## config.mk

```make
export PLATFORM = sky130hd
export DESIGN_NAME = dpwm_sequencer
export DESIGN_NICKNAME = d
export VERILOG_FILES = /design/src/rtl/dpwm_sequencer.sv
export SDC_FILE = /design/constraint.sdc
export NUM_CORES = 1
export LEC_CHECK = 0
export CORE_ASPECT_RATIO = 2
export CORE_UTILIZATION = 40
export DETAILED_ROUTE_END_ITERATION = 16
export PLACE_DENSITY = 0.6
export SLEW_MARGIN = 10
export SYNTH_ARGS = -nofsm -noshare
export SYNTH_HDL_FRONTEND = slang
export SYNTH_SLANG_ARGS = --single-unit
```

## constraint.sdc

```tcl
create_clock -name clkFC -period 3.65 [get_ports clkFC]
set_input_delay 0.365 -clock clkFC [delete_from_list [all_inputs] [get_ports clkFC]]
set_output_delay 0.365 -clock clkFC [all_outputs]
set_load 0.03 [all_outputs]
```

## src/rtl/dpwm_sequencer.sv

```systemverilog
// DPWM ramp sequencer: 0..TOP sawtooth, period-aligned duty updates over valid/ready,
// and complementary high/low gate drives separated by a programmable dead time.
module dpwm_sequencer #(
  parameter int unsigned STEP = 25,
  parameter int unsigned TOP  = 1000,
  parameter int unsigned DEAD = 2,
  parameter int unsigned W    = 10
) (
  input  logic         clkFC,
  input  logic         reset,
  input  logic         enable,
  input  logic [W-1:0] duty_in,
  input  logic         duty_valid,
  output logic         duty_ready,
  output logic [W-1:0] cuenta,
  output logic         period_start,
  output logic         pwm_hi,
  output logic         pwm_lo,
  output logic [1:0]   state
);

  localparam int unsigned RLW = (DEAD > 0) ? $clog2(DEAD + 1) : 1;
  localparam logic [W-1:0]   TOP_L  = W'(TOP);
  localparam logic [W-1:0]   STEP_L = W'(STEP);
  localparam logic [RLW-1:0] DEAD_L = RLW'(DEAD);

  typedef enum logic [1:0] {
    IDLE = 2'b00,
    RUN  = 2'b01,
    STOP = 2'b10
  } state_t;

  state_t         state_q, state_d;
  logic [W-1:0]   cuenta_q, cuenta_d;
  logic [W-1:0]   duty_act_q, duty_act_d;
  logic [W-1:0]   shadow_q, shadow_d;
  logic           pending_q, pending_d;
  logic           raw_q, raw_d;
  logic [RLW-1:0] rl_q, rl_d;
  logic           hi_q, hi_d;
  logic           lo_q, lo_d;
  logic           ps_q, ps_d;
  logic           boundary, accept, load;

  always_comb begin
    boundary = (state_q != IDLE) && (cuenta_q == TOP_L);
    accept   = duty_valid && !pending_q;

    state_d = state_q;
    case (state_q)
      IDLE:    if (enable) state_d = RUN;
      RUN:     if (!enable) state_d = STOP;
      STOP: begin
        if (enable)        state_d = RUN;
        else if (boundary) state_d = IDLE;
      end
      default: state_d = IDLE;
    endcase

    if (state_q == IDLE || boundary) cuenta_d = '0;
    else                             cuenta_d = cuenta_q + STEP_L;

    // Shadow is applied at a period boundary or when starting from IDLE;
    // accept and load cannot coincide because accept requires pending=0.
    load       = pending_q && (boundary || (state_q == IDLE && enable));
    duty_act_d = duty_act_q;
    shadow_d   = shadow_q;
    pending_d  = pending_q;
    if (load) begin
      duty_act_d = shadow_q;
      pending_d  = 1'b0;
    end
    if (accept) begin
      shadow_d  = (duty_in > TOP_L) ? TOP_L : duty_in;
      pending_d = 1'b1;
    end

    raw_d = (state_q != IDLE) && (cuenta_q < duty_act_q);

    // Run length since the last raw edge; a gate only opens once it reaches DEAD.
    if (raw_d != raw_q)       rl_d = '0;
    else if (rl_q == DEAD_L)  rl_d = rl_q;
    else                      rl_d = rl_q + RLW'(1);

    hi_d = raw_d && (rl_d == DEAD_L);
    lo_d = !raw_d && (rl_d == DEAD_L) && (state_d != IDLE);
    ps_d = (state_d != IDLE) && (cuenta_d == '0);
  end

  always_ff @(posedge clkFC or negedge reset) begin
    if (!reset) begin
      state_q    <= IDLE;
      cuenta_q   <= '0;
      duty_act_q <= '0;
      shadow_q   <= '0;
      pending_q  <= 1'b0;
      raw_q      <= 1'b0;
      rl_q       <= '0;
      hi_q       <= 1'b0;
      lo_q       <= 1'b0;
      ps_q       <= 1'b0;
    end else begin
      state_q    <= state_d;
      cuenta_q   <= cuenta_d;
      duty_act_q <= duty_act_d;
      shadow_q   <= shadow_d;
      pending_q  <= pending_d;
      raw_q      <= raw_d;
      rl_q       <= rl_d;
      hi_q       <= hi_d;
      lo_q       <= lo_d;
      ps_q       <= ps_d;
    end
  end

  assign cuenta       = cuenta_q;
  assign state        = state_q;
  assign duty_ready   = ~pending_q;
  assign period_start = ps_q;
  assign pwm_hi       = hi_q;
  assign pwm_lo       = lo_q;

endmodule
```

==> impl_metrics.csv, run 1 <==
group,metric,value,unit
critical_path,rr_worst_depth,7,
global_routing,antenna_found_initial,0,
floorplanning,floorplan.initialDensity,42.32,%
sta,skew,0.005628,ns
critical_path,crit_type,"reg2reg",
yosys,synth_cell_type_count,40,
placed_design,place_inst,259,
route,dr.pass1.iters,4,
pwr,powerDensity,709.2,nW/um^2
placed_design,placed_area,2322,sq um
run,maxCapViolCount,0,
layout,area_delta_synth_final,23.03,%
placed_design,gp_congestion,0.8081,
outcome,status,"finished, final reports clean",
yosys,ys.flop_type,"dfrtp_1",
layout,fin_nets,237,
critical_path,reg2reg_from,"cuenta[0]",
global_routing,grtUsageTotal,18.07,%
sta,fin_tns_setup,0,ns
sta,rsz0062_at_grt,"false",
worst_hold_path,hold_path.class,"in2async",
yosys,async_flop_share,100.0,%
floorplanning,core-area,4686,sq um
route,drtIter0Drc,16,
clock_tree,cts_hold_buf,0,
yosys,yosysTopAreaCell,"dfrtp_1",
layout,fin_area,2440,sq um
floorplanning,chipHeight,101.6,um
critical_path,worst_r2r_endpoint,"duty_act_q[8]",
critical_path,rrSetupSlack,1.53,ns
route,wl_per_cell,14.85,um
clock_tree,cts-resized-gates,0,
critical_path,start_kind,"flip-flop",
clock_tree,h-tree-depth,2,
placed_design,dp_slack,1.537,ns
floorplanning,ioPinCount,30,
yosys,ys_top_cells_by_area,"dfrtp_1 (49%), ha_1 (7.6%), mux2_4 (7.6%)",
yosys,synth_seq_area_share,49.21,%
yosys,synth_cells,178,
yosys,yosys_register_bits,39,
placed_design,port_buffers,29,
layout,multiInputGateArea,932.1,sq um
yosys,syn_area,1983,sq um
sta,fin_crit,2.122,ns
floorplanning,die_area,5261,sq um
clock_tree,cts_sinks,39,
layout,n_fill_cell,421,
sta,max_freq,471.4,MHz
sta,timing_hold_violations_final,0,
clock_tree,clk_latency,0.29,ns
floorplanning,row_count,35,
route,vias_per_cell,5.337,
sta,relSlewSlack,43.13,%
placed_design,post-dp-hpwl,3078,um
clock_tree,cts_tree,"yes",
layout,drive_gt1_share,13.68,%
layout,final_cells,267,
route,drc,0,
clock_tree,clk_pin_slew,0.08,ns
global_routing,grt_pass1_vias,1502,
clock_tree,clock_path_buffers,2,
yosys,yosysWarnings,0,
route,routed_wl,3966,um
floorplanning,die_w,51.79,um
global_routing,overflow,0,
yosys,synth_edf_count,0,
route,dr_total_vias,1425,
critical_path,critPathArrivalTime,2.29,ns
layout,n_antenna_cell,0,
clock_tree,post_cts_buffers,0,
yosys,yosys.area.top_type_share,49.21,%
global_routing,grt_start_max_net_pins,40,
clock_tree,cts_made_buffers,5,
layout,layout_common_cells,"dfrtp_1 (39), clkdlybuf4s50_1 (28), nor2_1 (17), inv_1 (16), ha_1 (12)",
yosys,avgSynthCellArea,11.14,sq um
yosys,synthesis.nets,204,
sta,period_share,58.12,%
route,antenna_left,0,
sta,slew_viol_final,0,
pwr,ir_drop,423.1,uV
layout,layout_commonest_cell,"dfrtp_1",
critical_path,end_kind,"flip-flop",
clock_tree,cts_root_buffer,"clkbuf_8",
sta,worst_slack,1.528,ns
sta,setup-violations-final,0,
pwr,leakagePower,1.151,nW
critical_path,cp_max_fo,10,
sta,tightestPinTransition,0.8531,ns
global_routing,grt_pass1_wl,7031,um
layout,seqCellArea,975.9,sq um
critical_path,required,3.82,ns
[where the power goes]
part           internal, mW  switching, mW  leakage, nW
combinational         0.331          0.308        0.605
clock                 0.221          0.147       0.0612
sequential            0.588          0.135        0.485
[through the flow]
step                total power [mW]  hold slack (ns)  util, %
detailed placement             1.382           0.4903    49.56
floorplan                      1.171          0.06941        -
global route                   1.862           0.2528    52.07
finish                         1.730           0.1827    52.07
CTS                            1.755           0.2181    52.07
global placement               1.349           0.4680    49.56
[flip-flops by register name, summed over array words and instances (netlist names)]
register,flops
shadow_q,10
duty_act_q,10
state,2
cuenta,10
raw_q,1
pwm_lo,1
rl_q,2
period_start,1
pending_q,1
pwm_hi,1
[cell usage after synthesis, drive strengths merged, types with 3 or more instances]
| cell | instances |
|---|---|
| dfrtp | 39 |
| nor2 | 17 |
| inv | 16 |
| mux2 | 15 |
| ha | 12 |
| nand2 | 12 |
| a21oi | 10 |
| nand2b | 6 |
| o21ai | 6 |
| nand4 | 4 |
| nor3 | 4 |
| xnor2 | 4 |
| xor2 | 4 |
| a22o | 3 |
| nand3 | 3 |
[how the worst max path moves through the flow]
stage,from,endpoint,slack [ns],cells past startpoint
6_report,cuenta[0],duty_act_q[8],1.53,7
3_3_place_gp,cuenta[0],duty_act_q[6],1.64,7
4_1_cts,cuenta[0],duty_act_q[8],1.51,7
5_1_grt,cuenta[0],duty_act_q[8],1.42,7
3_5_place_dp,cuenta[0],duty_act_q[8],1.54,7
2_1_floorplan,cuenta[0],duty_act_q[0],1.57,7
[kinds of logic (layout without fill, tap and decap cells)]
kind of cell	count (synthesis)	after routing	share of synthesized area, %
AND/OR/NAND/NOR	54	54	14.51
adder cells (fa/ha/maj)	12	12	7.571
multiplexers	17	17	11.42
AO/OA/AOI/OAI	29	29	9.970
flip-flops	39	39	49.21
buffers and inverters	19	53	3.786
XOR/XNOR	8	8	3.533
[metal layers]
metal / track usage [%] / up-vias / share of wire, % / wire (um)
met3: 3.153 / 11 / 3.3 / 131
li1: - / 679 / - / -
met2: 34.17 / 37 / 57 / 2261
met1: 18.42 / 698 / 37 / 1460
met4: 8.108 / 0 / 2.8 / 112
met5: 0 / - / 0 / 0
[critical path, cell delays in order (launching register included)]
cell	delay, ns
dfrtp_1	0.48
inv_1	0.12
ha_1	0.17
nand4b_2	0.12
or3_4	0.43
o21ai_4	0.20
nand2_4	0.15
mux2_4	0.33
[layout make-up]
class / instances / share of cell area [%]
Multi-Input combinational cell: 120 / 38.21
Tap cell: 55 / 2.821
Inverter: 16 / 2.462
Clock inverter: 2 / 1.436
Sequential cell: 39 / 40.00
Timing Repair Buffer: 29 / 11.69
Clock buffer: 6 / 3.385
Note: power is estimated with default switching activity, not from simulation.
==> run 2, diff against run 1 <==
Settings changed: PLACE_DENSITY 0.6 to 0.62.
Clock period 3.65 ns to 1.95 ns, I/O delays scaled along.
==> impl_metrics.csv, run 2 (synthesis results as in run 1) <==
group,metric,value,unit
sta,setup-violations-final,0,
route,dr_total_vias,1511,
clock_tree,clk_pin_slew,0.08,ns
layout,layout_commonest_cell,"dfrtp_1",
clock_tree,cts_hold_buf,0,
placed_design,placed_area,2440,sq um
sta,fin_crit,1.893,ns
critical_path,start_kind,"flip-flop",
floorplanning,ioPinCount,30,
layout,layout_common_cells,"dfrtp_1 (36), clkdlybuf4s50_1 (29), nor2_1 (17), buf_4 (15), inv_1 (14)",
floorplanning,floorplan.initialDensity,42.32,%
sta,timing_hold_violations_final,0,
placed_design,dp_slack,0.04830,ns
global_routing,grtUsageTotal,18.58,%
route,dr.pass1.iters,4,
clock_tree,clk_latency,0.29,ns
layout,area_delta_synth_final,31.55,%
global_routing,grt_pass1_wl,7113,um
clock_tree,cts_root_buffer,"clkbuf_8",
sta,slew_viol_final,0,
outcome,status,"finished, final reports clean",
clock_tree,cts_made_buffers,5,
sta,rsz0062_at_grt,"true",
placed_design,gp_congestion,0.8536,
worst_hold_path,hold_path.class,"in2async",
route,route.met3.wl,161,um
clock_tree,clock_path_buffers,2,
floorplanning,chipHeight,101.6,um
critical_path,crit_type,"reg2reg",
global_routing,grt_pass1_vias,1636,
clock_tree,cts_sinks,39,
layout,n_antenna_cell,0,
route,drt-met1-wl,1507,um
layout,drive_gt1_share,22.27,%
pwr,fin_total_pwr,3.364,mW
pwr,ir_drop,832.9,uV
critical_path,worst_r2r_endpoint,"duty_act_q[0]",
clock_tree,h-tree-depth,2,
floorplanning,die_area,5261,sq um
run,maxCapViolCount,0,
global_routing,antenna_found_initial,0,
critical_path,critPathArrivalTime,2.07,ns
critical_path,cp_max_fo,5,
critical_path,rrSetupSlack,0.06,ns
route,wl_per_cell,14.92,um
placed_design,port_buffers,29,
floorplanning,core-area,4686,sq um
sta,max_freq,528.3,MHz
clock_tree,cts_tree,"yes",
floorplanning,row_count,35,
pwr,leakagePower,1.240,nW
layout,fin_nets,254,
sta,worst_slack,0.05706,ns
critical_path,reg2reg_from,"cuenta[0]",
global_routing,grt_start_max_net_pins,24,
layout,n_fill_cell,415,
layout,fin_area,2609,sq um
floorplanning,die_w,51.79,um
layout,fin_util,55.67,%
sta,period_share,97.07,%
critical_path,rr_worst_depth,7,
route,drtIter0Drc,37,
route,antenna_left,0,
global_routing,overflow,0,
route,drc,0,
critical_path,end_kind,"flip-flop",
sta,skew,0.005105,ns
critical_path,required,2.12,ns
route,routed.top_layer,"met4",
placed_design,post-dp-hpwl,3375,um
route,vias_per_cell,5.320,
sta,relSlewSlack,55.56,%
route,routed_wl,4238,um
pwr,powerDensity,1289,nW/um^2
route,route.met2.wl,2376,um
sta,tightestPinTransition,0.6645,ns
## run 2: worst max-delay path: stages (launching register included)
cell and delay (ns):
dfrtp_2 0.42, inv_2 0.08, ha_4 0.14, nand4b_4 0.11, or3_4 0.38, o21ai_4 0.22
nand2_4 0.13, mux2_4 0.31
## run 2: per-layer routing
metal | up-vias | track usage, %
met5 | - | 0
met4 | 0 | 13.10
met3 | 20 | 3.153
met2 | 54 | 33.97
met1 | 721 | 17.92
li1 | 716 | -
## run 2: repair_timing
item | CTS | global route
resized for setup | 0 | 6
setup buffers | 0 | 3
endpoints found under the setup margin | 0 | 11
## run 2: where the power goes
group / internal (mW) / switching, mW
Sequential: 1.10 / 0.228
Combinational: 0.708 / 0.659
Clock: 0.381 / 0.285
## run 2: cell type report
type,instances,area (sq um),area share [%]
Timing Repair Buffer,45,422.9,16.21
Inverter,16,60.06,2.302
Tap cell,55,68.82,2.638
Multi-Input combinational cell,121,964.7,36.98
Clock inverter,3,43.79,1.679
Sequential cell,39,979.7,37.55
Clock buffer,5,68.82,2.638
## run 2: how the worst max path moves through the flow
stage          startpoint            end  slack, ns  depth (start not counted)
2_1_floorplan   cuenta[0]  duty_act_q[0]       0.02                          7
3_3_place_gp    cuenta[0]  duty_act_q[9]       0.10                          7
3_5_place_dp    cuenta[0]  duty_act_q[4]       0.05                          7
4_1_cts         cuenta[0]  duty_act_q[0]       0.02                          7
5_1_grt         cuenta[0]  duty_act_q[0]      -0.02                          7
6_report        cuenta[0]  duty_act_q[0]       0.06                          7
## run 2: stage by stage
step / hold slack [ns] / instances / TNS [ns]
after detailed placement: 0.4930 / 272 / 0
after global routing: 0.3425 / 284 / -0.06142
after global placement: 0.4662 / 272 / 0
final: 0.3057 / 284 / 0
after CTS: 0.3204 / 280 / 0
after floorplan: -0.1006 / 178 / 0
==> run 3, diff against run 2 <==
Settings changed: GPL_TIMING_DRIVEN set to 0.
==> impl_metrics.csv, run 3 (synthesis results as in run 1) <==
group,metric,value,unit
floorplanning,ioPinCount,30,
layout,fin_nets,248,
outcome,status,"finished, final reports clean",
clock_tree,clk_latency,0.29,ns
global_routing,grtUsageTotal,18.11,%
critical_path,required,2.12,ns
layout,layout_commonest_cell,"dfrtp_1",
pwr,fin_total_pwr,3.191,mW
sta,worst_hold_slack,0.3376,ns
pwr,powerDensity,1255,nW/um^2
placed_design,place_inst,263,
global_routing,grt_pass1_vias,1557,
global_routing,overflow,0,
worst_hold_path,hold_path.class,"in2async",
global_routing,grt_pass1_wl,6927,um
layout,area_delta_synth_final,28.20,%
pwr,ir_drop,809.7,uV
sta,tightestPinTransition,0.6749,ns
sta,relSlewSlack,54.70,%
pwr,leakagePower,1.188,nW
global_routing,antenna_found_initial,0,
floorplanning,chipHeight,101.6,um
route,wl_per_cell,14.51,um
critical_path,critPathArrivalTime,2.08,ns
floorplanning,die_area,5261,sq um
sta,timing_hold_violations_final,0,
clock_tree,cts_sinks,39,
critical_path,crit_type,"reg2reg",
clock_tree,h-tree-depth,2,
sta,max_freq,525.5,MHz
placed_design,port_buffers,29,
layout,fin_area,2542,sq um
floorplanning,die_w,51.79,um
route,dr_total_vias,1488,
critical_path,max_stage_delay,0.43,ns
clock_tree,cts_tree,"yes",
critical_path,start_kind,"flip-flop",
route,vias_per_cell,5.353,
placed_design,post-dp-hpwl,3082,um
sta,period_share,97.59,%
global_routing,grt_start_max_net_pins,27,
sta,skew,0.003769,ns
layout,drive_gt1_share,21.08,%
critical_path,path_cells,"inv_2, ha_4, nand4b_4, or3_4, o21ai_4, nand2_4, mux2_4",
clock_tree,clk_pin_slew,0.07,ns
floorplanning,row_count,35,
critical_path,slowest_stage,"dfrtp_2",
route,dr.pass1.iters,4,
placed_design,placed_area,2360,sq um
critical_path,cp_top_family,"simple AND/OR/NAND/NOR gates",
floorplanning,floorplan.initialDensity,42.32,%
floorplanning,core-area,4686,sq um
layout,n_antenna_cell,0,
clock_tree,cts_root_buffer,"clkbuf_8",
sta,fin_crit,1.903,ns
layout,layout_common_cells,"dfrtp_1 (34), clkdlybuf4s50_1 (28), nor2_1 (17), inv_1 (14)",
sta,setup-violations-final,0,
placed_design,gp_congestion,0.8079,
layout,final_cells,278,
route,routed_wl,4034,um
route,drc,0,
run,maxCapViolCount,0,
critical_path,cp_max_fo,5,
critical_path,cp.buffers_inverters,1,
layout,fin_util,54.26,%
clock_tree,clock_path_buffers,2,
sta,slew_viol_final,0,
critical_path,end_kind,"flip-flop",
route,drtIter0Drc,32,
route,antenna_left,0,
clock_tree,cts_made_buffers,5,
[run 3: final timing paths]
| kind | start | to | slack [ns] | cells past startpoint |
|---|---|---|---|---|
| max | cuenta[0] | duty_act_q[0] | 0.05 | 7 |
| min | reset | cuenta[5] | 0.34 | 2 |
| max reg2reg | cuenta[0] | duty_act_q[0] | 0.05 | 7 |
| min reg2reg | shadow_q[4] | shadow_q[4] | 0.49 | 2 |
| max in group asynchronous | reset | cuenta[1] | 1.16 | 3 |
| min in group clkFC | duty_in[3] | shadow_q[3] | 0.48 | 3 |
[run 3: stage by stage]
step / setup slack (ns) / setup TNS, ns
CTS: -0.02189 / -0.1180
finish: 0.04696 / 0
detailed placement: -0.04436 / -0.3958
global placement: -0.3183 / -7.431
global route: -0.008131 / -0.01192
floorplan: 0.02442 / 0
[run 3: area by class of cell]
cell class              count  area (sq um)
fillers                   392          2143
flip-flops and latches     39         982.2
multi-input cells         121         970.9
repair buffers             37         360.3
clock buffers               5         68.82
well taps                  55         68.82
inverters                  16         60.06
clock inverters             3         20.02
plain buffers               2         11.26
[run 3: per-layer routing]
layer | vias to the layer above | part of all wire (%) | global-route usage (%)
met5 | - | 0 | 0
met3 | 13 | 3.2 | 3.153
met2 | 40 | 57 | 34.17
li1 | 708 | - | -
met1 | 727 | 35 | 17.86
met4 | 0 | 3.8 | 9.563
[run 3: timing repair]
action,4_1_cts,5_1_grt
hold buffers,1,0
endpoints found under the hold margin,13,0
cloned,1,0
gates resized for setup,6,3
endpoints found under the setup margin,11,14
buffers inserted,4,2
pin swaps,5,5
[run 3: power by group]
group / internal (mW) / switching [mW]
Combinational: 0.679 / 0.631
Clock: 0.249 / 0.286
Sequential: 1.11 / 0.239
Total: 2.04 / 1.16
